===== src/rtl/lcd_timing_pkg.sv =====
// Shared panel constants and elaboration helpers for the LCD timing generator.
// Defaults describe the 480x272 RGB panel.
package lcd_timing_pkg;

    localparam int unsigned DefHActive = 480;
    localparam int unsigned DefHFront  = 2;
    localparam int unsigned DefHSync   = 41;
    localparam int unsigned DefHBack   = 2;
    localparam int unsigned DefVActive = 272;
    localparam int unsigned DefVFront  = 2;
    localparam int unsigned DefVSync   = 10;
    localparam int unsigned DefVBack   = 6;
    localparam int unsigned DefCw      = 10;

    function automatic int unsigned axis_total(input int unsigned active,
                                               input int unsigned front,
                                               input int unsigned sync,
                                               input int unsigned back);
        return active + front + sync + back;
    endfunction

    // Never returns 0 so a degenerate axis still gets a 1-bit counter.
    function automatic int unsigned clog2_min1(input int unsigned value);
        int unsigned width;
        width = 1;
        while ((64'd1 << width) < 64'(value)) begin
            width++;
        end
        return width;
    endfunction

endpackage


===== src/rtl/timing_axis_counter.sv =====
// One wrapping timing axis: sync, back porch, active, front porch from count 0.
// Advances only on i_tick; o_wrap flags the tick that returns the count to 0.
module timing_axis_counter
    import lcd_timing_pkg::*;
#(
    parameter int unsigned ACTIVE = DefHActive,
    parameter int unsigned FRONT  = DefHFront,
    parameter int unsigned SYNC   = DefHSync,
    parameter int unsigned BACK   = DefHBack,
    parameter int unsigned CNT_W  = clog2_min1(axis_total(ACTIVE, FRONT, SYNC, BACK))
) (
    input  logic             i_clk,
    input  logic             i_rst,
    input  logic             i_tick,
    output logic [CNT_W-1:0] o_count,
    output logic             o_wrap,
    output logic             o_in_sync,
    output logic             o_in_active
);

    localparam int unsigned Total    = axis_total(ACTIVE, FRONT, SYNC, BACK);
    localparam int unsigned ActStart = SYNC + BACK;
    localparam int unsigned ActEnd   = SYNC + BACK + ACTIVE;

    logic [CNT_W-1:0] count_q, count_d;

    always_comb begin
        o_wrap  = i_tick && (count_q == CNT_W'(Total - 1));
        count_d = count_q;
        if (o_wrap) begin
            count_d = '0;
        end else if (i_tick) begin
            count_d = count_q + CNT_W'(1);
        end
    end

    always_ff @(posedge i_clk) begin
        if (i_rst) begin
            count_q <= '0;
        end else begin
            count_q <= count_d;
        end
    end

    assign o_count     = count_q;
    assign o_in_sync   = count_q < CNT_W'(SYNC);
    assign o_in_active = (count_q >= CNT_W'(ActStart)) && (count_q < CNT_W'(ActEnd));

endmodule


===== src/rtl/lcd_timing_gen.sv =====
// Parametrised LCD/RGB-panel timing generator: registered syncs, data enable,
// active-area coordinates and line/frame markers, one clock behind the counters.
module lcd_timing_gen
    import lcd_timing_pkg::*;
#(
    parameter int unsigned H_ACTIVE = DefHActive,
    parameter int unsigned H_FRONT  = DefHFront,
    parameter int unsigned H_SYNC   = DefHSync,
    parameter int unsigned H_BACK   = DefHBack,
    parameter int unsigned V_ACTIVE = DefVActive,
    parameter int unsigned V_FRONT  = DefVFront,
    parameter int unsigned V_SYNC   = DefVSync,
    parameter int unsigned V_BACK   = DefVBack,
    parameter bit          HS_POL   = 1'b0,
    parameter bit          VS_POL   = 1'b0,
    parameter int unsigned CW       = DefCw
) (
    input  logic          i_clk,
    input  logic          i_rst,
    input  logic          i_enable,
    output logic          o_hsync,
    output logic          o_vsync,
    output logic          o_data_enable,
    output logic [CW-1:0] o_col,
    output logic [CW-1:0] o_row,
    output logic          o_line_start,
    output logic          o_frame_start,
    output logic          o_vblank
);

    localparam int unsigned HTotal    = axis_total(H_ACTIVE, H_FRONT, H_SYNC, H_BACK);
    localparam int unsigned VTotal    = axis_total(V_ACTIVE, V_FRONT, V_SYNC, V_BACK);
    localparam int unsigned HW        = clog2_min1(HTotal);
    localparam int unsigned VW        = clog2_min1(VTotal);
    localparam int unsigned HOff      = H_SYNC + H_BACK;
    localparam int unsigned VOff      = V_SYNC + V_BACK;
    localparam int unsigned MaxActive = (H_ACTIVE > V_ACTIVE) ? H_ACTIVE : V_ACTIVE;

    if ((64'd1 << CW) < 64'(MaxActive)) begin : g_cw_too_small
        $error("lcd_timing_gen: CW too narrow for the active area");
    end
    if (H_FRONT < 1 || H_SYNC < 1 || H_BACK < 1 ||
        V_FRONT < 1 || V_SYNC < 1 || V_BACK < 1) begin : g_porch_zero
        $error("lcd_timing_gen: porch and sync widths must be at least 1");
    end

    logic [HW-1:0] h_cnt;
    logic [VW-1:0] v_cnt;
    logic          h_wrap, h_sync, h_act;
    logic          v_sync, v_act;
    logic          unused_v_wrap;

    timing_axis_counter #(
        .ACTIVE (H_ACTIVE),
        .FRONT  (H_FRONT),
        .SYNC   (H_SYNC),
        .BACK   (H_BACK),
        .CNT_W  (HW)
    ) u_h_axis (
        .i_clk       (i_clk),
        .i_rst       (i_rst),
        .i_tick      (i_enable),
        .o_count     (h_cnt),
        .o_wrap      (h_wrap),
        .o_in_sync   (h_sync),
        .o_in_active (h_act)
    );

    timing_axis_counter #(
        .ACTIVE (V_ACTIVE),
        .FRONT  (V_FRONT),
        .SYNC   (V_SYNC),
        .BACK   (V_BACK),
        .CNT_W  (VW)
    ) u_v_axis (
        .i_clk       (i_clk),
        .i_rst       (i_rst),
        .i_tick      (h_wrap),
        .o_count     (v_cnt),
        .o_wrap      (unused_v_wrap),
        .o_in_sync   (v_sync),
        .o_in_active (v_act)
    );

    logic          hsync_q, hsync_d;
    logic          vsync_q, vsync_d;
    logic          de_q, de_d;
    logic [CW-1:0] col_q, col_d;
    logic [CW-1:0] row_q, row_d;
    logic          ls_q, ls_d;
    logic          fs_q, fs_d;
    logic          vblank_q, vblank_d;

    // While paused the level outputs freeze; the pulse-like outputs drop to 0.
    always_comb begin
        hsync_d  = hsync_q;
        vsync_d  = vsync_q;
        vblank_d = vblank_q;
        col_d    = col_q;
        row_d    = row_q;
        de_d     = 1'b0;
        ls_d     = 1'b0;
        fs_d     = 1'b0;
        if (i_enable) begin
            hsync_d  = h_sync ? HS_POL : ~HS_POL;
            vsync_d  = v_sync ? VS_POL : ~VS_POL;
            vblank_d = ~v_act;
            de_d     = h_act & v_act;
            col_d    = de_d ? CW'(h_cnt - HW'(HOff)) : '0;
            row_d    = de_d ? CW'(v_cnt - VW'(VOff)) : '0;
            ls_d     = de_d && (h_cnt == HW'(HOff));
            fs_d     = ls_d && (v_cnt == VW'(VOff));
        end
    end

    always_ff @(posedge i_clk) begin
        if (i_rst) begin
            hsync_q  <= ~HS_POL;
            vsync_q  <= ~VS_POL;
            de_q     <= 1'b0;
            col_q    <= '0;
            row_q    <= '0;
            ls_q     <= 1'b0;
            fs_q     <= 1'b0;
            vblank_q <= 1'b1;
        end else begin
            hsync_q  <= hsync_d;
            vsync_q  <= vsync_d;
            de_q     <= de_d;
            col_q    <= col_d;
            row_q    <= row_d;
            ls_q     <= ls_d;
            fs_q     <= fs_d;
            vblank_q <= vblank_d;
        end
    end

    assign o_hsync       = hsync_q;
    assign o_vsync       = vsync_q;
    assign o_data_enable = de_q;
    assign o_col         = col_q;
    assign o_row         = row_q;
    assign o_line_start  = ls_q;
    assign o_frame_start = fs_q;
    assign o_vblank      = vblank_q;

endmodule


===== config.mk =====
export PLATFORM = sky130hd
export DESIGN_NAME = lcd_timing_gen
export DESIGN_NICKNAME = d
export VERILOG_FILES = /design/src/rtl/lcd_timing_pkg.sv /design/src/rtl/timing_axis_counter.sv /design/src/rtl/lcd_timing_gen.sv
export SDC_FILE = /design/constraint.sdc
export NUM_CORES = 1
export LEC_CHECK = 0
export ABC_AREA = 1
export ABC_CLOCK_PERIOD_IN_PS = 1650
export CAP_MARGIN = 30
export CORE_ASPECT_RATIO = 0.5
export CORE_MARGIN = 4
export CORE_UTILIZATION = 42
export CTS_BUF_LIST = sky130_fd_sc_hd__clkbuf_8
export CTS_CLUSTER_SIZE = 16
export DETAILED_ROUTE_END_ITERATION = 12
export PLACE_DENSITY = 0.74
export SLEW_MARGIN = 20
export SYNTH_ARGS = -nofsm -noshare
export SYNTH_HDL_FRONTEND = slang
export SYNTH_SLANG_ARGS = --single-unit

===== constraint.sdc =====
create_clock -name i_clk -period 1.65 [get_ports i_clk]
set_input_delay 0.165 -clock i_clk [delete_from_list [all_inputs] [get_ports i_clk]]
set_output_delay 0.165 -clock i_clk [all_outputs]
set_load 0.02 [all_outputs]

Word-level counts from Yosys, hierarchy flattened
Index checks and enable logic that the tools add are counted.

word-level totals
  flip-flop bits (word level) = 45
  input bits = 3
  output and inout port bits = 26
  word-level logic and storage cells = 40

operators by class
  $add $sub $neg = 4
  order comparisons = 6
  equal/unequal tests = 4
  mux-type cells = 4
  bitwise logic cells = 3
  reduce and logical (&&, ||, !) cells = 9

operators by type and width
  operator                                                            count
  2-to-1 mux 10 bit                                                   2
  adder 10 x 1 -> 10 bit, second input constant                       1
  equality test 10 bit, second input constant                         1
  equality test 10 x 6 -> 1 bit, second input constant                1
  greater-or-equal comparator 10 x 6 -> 1 bit, second input constant  1
  less-than comparator 10 bit, second input constant                  1
  less-than comparator 10 x 6 -> 1 bit, second input constant         1
  subtractor 10 x 6 -> 10 bit, second input constant                  1
  subtractor 9 x 5 -> 10 bit, second input constant                   1
  adder 9 x 1 -> 9 bit, second input constant                         1
  equality test 9 x 5 -> 1 bit, second input constant                 1
  equality test 9 bit, second input constant                          1
  greater-or-equal comparator 9 x 5 -> 1 bit, second input constant   1
  less-than comparator 9 x 4 -> 1 bit, second input constant          1
  less-than comparator 9 bit, second input constant                   1
  logical AND 1 bit                                                   6
  OR reduction 2 bit                                                  3
  2-to-1 mux 1 bit                                                    2
  NOT 1 bit                                                           2
  bitwise AND 1 bit                                                   1

Longest topological paths before layout
  depth after elaboration = 5
  mapped depth = 11
  mapped depth without buffers = 10

Modules after synthesis
From an unflattened synthesis, not the netlist that was laid out.

second synthesis, totals
  cells, all modules = 322
  area total of the unflattened synthesis = 2304.7 µm²

by module, submodules not included
  module                           times used  cells each  area an instance (µm²)
  lcd_timing_gen                   1           144         1139.8
  timing_axis_counter at u_h_axis  1           96          623.1
  timing_axis_counter at u_v_axis  1           82          541.8

Least setup slack after synthesis
No wires, ideal clock.

  path type = flip-flop to flip-flop
  from = register u_v_axis.count_q[4], in the netlist u_v_axis.o_count[4]
  to = register col_q[4], in the netlist o_col[4]
  library setup time = 59 ps
  arrival time = 1438 ps
  setup slack = 153 ps
  cell stages (with the launch flop) = 11
  path buffers = 1
  period minus slack after synthesis = 1497 ps
  cells stage by stage = dfxtp_1 -> inv_1 -> ha_1 -> nand2_1 -> nor2_1 -> nand2_1 -> nand2_2 -> nor2_8 -> buf_12 -> nand3_2 -> nand2_1

between the ends
  longest elaborated chain between the ends = 4

RTL lines
  item                                                                                             line                       text
  from (decl)                                                                                      timing_axis_counter.sv:25  logic [CNT_W-1:0] count_q, count_d;
  from (signal assigned)                                                                           timing_axis_counter.sv:41  count_q <= count_d;
  greater-or-equal comparator 9 x 5 -> 1 bit / less-than comparator 9 bit (equally long branches)  timing_axis_counter.sv:47  assign o_in_active = (count_q >= CNT_W'(ActStart)) && (count_q < CNT_W'(ActEnd));
  logical AND 1 bit (*)                                                                            timing_axis_counter.sv:47
  bitwise AND 1 bit (*)                                                                            lcd_timing_gen.sv:108      de_d = h_act & v_act;
  2-to-1 mux 10 bit (*)                                                                            lcd_timing_gen.sv:109      col_d = de_d ? CW'(h_cnt - HW'(HOff)) : '0;
  to (signal assigned)                                                                             lcd_timing_gen.sv:130      col_q <= col_d;
  to (decl)                                                                                        lcd_timing_gen.sv:88       logic [CW-1:0] col_q, col_d;

Mark *: on every way between the ends. The rest lies on a longest branch, timed or not.
A chain may end at the register's enable or synchronous reset.

Worst setup path after layout
  from = register u_v_axis.count_q[5], in the netlist u_v_axis.o_count[5]
  to = register col_q[5], in the netlist o_col[5]

The elaborated chain is that of the path after synthesis.

==> results.json <==
{
  "syn-num-nets": 346,
  "ctsLongestPathBuffers": 2,
  "overall_routing_resource_usage": 0.171,
  "route.detailed.vias_per_inst": 5.05,
  "grt_pass1_wl_um": 9680,
  "worst-path-max-fanout": 7,
  "clock_insertion_delay_worst_skew_ns": 0.30,
  "area_delta_synth_final_pct": 27.0,
  "die_area_sq_um": 7170,
  "drt_iter0_drc": 173,
  "pre_cts_ws_ns": -0.0677,
  "port_buffers": 28,
  "overflow_left_after_global_routing": 0,
  "power_per_cell_area_nw_per_um2": 614,
  "ys_ff_latch": 45,
  "hold_ws_ns": 0.456,
  "vias_in_the_first_global_route": 2108,
  "final_nets": 396,
  "place_area_sq_um": 2910,
  "detailroute.via_count": 2319,
  "tightest_slew_ns": 0.460,
  "post_synth_design_cell_area_sq_um": 2440,
  "holdBufCountCts": 0,
  "timing.final.ws_setup_ns": 0.0901,
  "antenna_violations_before_repair": 0,
  "reg2reg_slack_ns": 0.09,
  "final_max_slew_viol_count": 0,
  "final.period_utilization": 0.945,
  "drt-pass1-iter-count": 4,
  "synthesis.area_per_instance_sq_um": 7.28,
  "drtAntennaViolNets": 0,
  "path_clk_slew_ns": 0.08,
  "timing.critical_path.mode_cell": "nand2_1",
  "timing.clock.skew_ns": 0.00277,
  "most_frequent_cell_after_synthesis": "nand2_1",
  "crit_path_max_incr_delay_ns": 0.33,
  "power.ir.vdd_worst_v": 0.000317,
  "placeableCoreArea_sq_um": 5560,
  "hold_class": "reg -> reg",
  "final_layout_size_suffix_gt1_frac": 0.194,
  "worst-endpoint-required_ns": 1.90,
  "ys_async_sr_fraction": 0,
  "cp_data_arrival_time_ns": 1.81,
  "synth-main-ff-cell": "dfxtp_1",
  "count_of_final_setup_violators": 0,
  "number_of_distinct_library_cells_after_synthesis": 31,
  "core.rowCount": 19,
  "slew_headroom": 0.692,
  "routed_wirelength_um": 5850,
  "power.leakage_nw": 1.42,
  "worst_setup_path_start_kind": "register",
  "fin_total_pwr_mw": 1.90,
  "io-pin-count": 29,
  "finalWeightedCongestion": 0.894,
  "grt_start_max_net_pins": 14,
  "root_buffer": "clkbuf_8",
  "worstSetupEndpointType": "register",
  "min_period_ns": 1.56,
  "seq_area_frac_synth": 0.369,
  "cts_max_level": 2,
  "timing.setup.tns_ns": 0,
  "diodes": 0,
  "dieWidth_um": 116,
  "fp.dieH_um": 61.9,
  "synthDominantCellAreaShare": 0.369,
  "fmax_mhz": 641,
  "hold_violations": 0,
  "hpwlAfterDp_um": 4450,
  "clock_sinks": 45,
  "syn-instance-count": 335,
  "start_util": 0.439,
  "criticalPathCategory": "reg -> reg",
  "max-cap-violations": 0,
  "commonest_cells_in_the_netlist": "104 x nand2_1, 45 x dfxtp_1, 31 x inv_1",
  "routed_wire_length_per_instance_um": 12.8,
  "yosys-top-cells-area": "dfxtp_1 37%, nand2_1 16%, inv_1 4.8%, nand3_1 4.7%, xor2_1 4.7%",
  "setup_repair_after_global_routing_missed_its_margin": "yes",
  "yosysWarnings": 0,
  "post-route-drc-count": 0,
  "tritoncts": "done",
  "outcome": "complete, no violations",
  "cts_made_buffers": 5,
  "synth_top_area_cell": "dfxtp_1",
  "crit_path_top_delay_cell": "dfxtp_1",
  "fillers": 501,
  "timing.critical_path.cells": "inv_2 -> ha_1 -> nand2_1 -> nor2_1 -> nand2_1 -> nand2_2 -> nand2_2 -> nor2_8 -> buf_12 -> nand3b_1 -> nand2_1",
  "synth-edff-count": 0,
  "post-route-cell-area_sq_um": 3100
}
[worst max-delay path, delay by kind of cell, from the launching register on]
kind,cells,cell delay [ns]
adders and majority gates,1,0.15
DFF,1,0.33
buffers and inverters,2,0.22
and+or+nand+nor,8,0.82
[final timing paths]
| path | from | end | cells past startpoint |
|---|---|---|---|
| setup / recovery | u_v_axis.o_count[5]$_SDFFE_PP0P_ | o_col[5]$_SDFFE_PP0P_ | 11 |
| hold / removal | o_col[0]$_SDFFE_PP0P_ | o_col[0]$_SDFFE_PP0P_ | 2 |
| setup reg to reg | u_v_axis.o_count[5]$_SDFFE_PP0P_ | o_col[5]$_SDFFE_PP0P_ | 11 |
| hold reg to reg | o_col[0]$_SDFFE_PP0P_ | o_col[0]$_SDFFE_PP0P_ | 2 |
[through the flow]
| stage | instances | util |
|---|---|---|
| 2_1_floorplan | 335 | - |
| 3_3_place_gp | 446 | 0.522 |
| 3_5_place_dp | 447 | 0.524 |
| 4_1_cts | 455 | 0.539 |
| 5_1_grt | 459 | 0.557 |
| 6_report | 459 | 0.557 |
[cells by family (layout without fill, tap and decap cells)]
logic type | count (synthesis) | count (layout) | synth area share
XOR/XNOR | 13 | 13 | 0.0467
AND/OR/NAND/NOR | 199 | 199 | 0.395
adder cells (fa/ha/maj) | 8 | 8 | 0.0410
AO/OA/AOI/OAI | 27 | 27 | 0.0651
buffers and inverters | 43 | 94 | 0.0826
flip-flops | 45 | 45 | 0.369
[metal layers]
layer | global-route usage | share of wire | up-vias
met2 | 0.302 | 0.47 | 62
met1 | 0.217 | 0.46 | 1071
met5 | 0 | 0 | -
met4 | 0.0479 | 0.015 | 0
met3 | 0.0368 | 0.050 | 10
li1 | - | - | 1176
[registers in the layout, summed over array words and instances (netlist names)]
name / count
o_col: 10
o_row: 10
u_h_axis.o_count: 10
u_v_axis.o_count: 9
o_data_enable: 1
o_frame_start: 1
o_hsync: 1
o_line_start: 1
o_vblank: 1
o_vsync: 1
[final cells by class]
| class | instances | area [sq um] | area share |
|---|---|---|---|
| repair buffers | 51 | 503 | 0.162 |
| clock buffers | 5 | 68.8 | 0.0222 |
| flip-flops and latches | 45 | 907 | 0.293 |
| well taps | 73 | 91.3 | 0.0295 |
| clock inverters | 3 | 13.8 | 0.00444 |
| inverters | 35 | 134 | 0.0432 |
| multi-input cells | 247 | 1380 | 0.445 |
[what timing repair did]
item                       CTS  global route
pin swaps                    0             5
cloned                       0             1
setup buffers                0             3
resized for setup            2            18
setup endpoints to repair    2            32
[power by group]
| group | switching [mW] | leakage, nW | internal [mW] |
|---|---|---|---|
| clock network | 0.377 | 0.0491 | 0.288 |
| logic | 0.0777 | 1.00 | 0.0527 |
| registers | 0.0116 | 0.366 | 1.10 |
| total | 0.466 | 1.42 | 1.44 |
[layout by cell type, fill, tap and decap left out, types with 2 or more instances in the layout]
cell / instances
nor2_4: 3
buf_4: 18
a21oi_1: 13
nand2_1: 102
ha_4: 2
clkdlybuf4s50_1: 28
clkinv_2: 2
buf_12: 2
xor2_1: 13
nand3_1: 23
nand3_2: 10
nand4_1: 7
dfxtp_2: 5
nand2_2: 8
inv_1: 29
buf_6: 2
nor3_1: 6
nand3b_1: 3
ha_1: 6
nor2_2: 3
clkbuf_8: 5
o21ai_0: 7
nor2_1: 28
inv_2: 6
dfxtp_1: 40
nand2_4: 3
No activity file was read; power rests on OpenSTA's default activity.
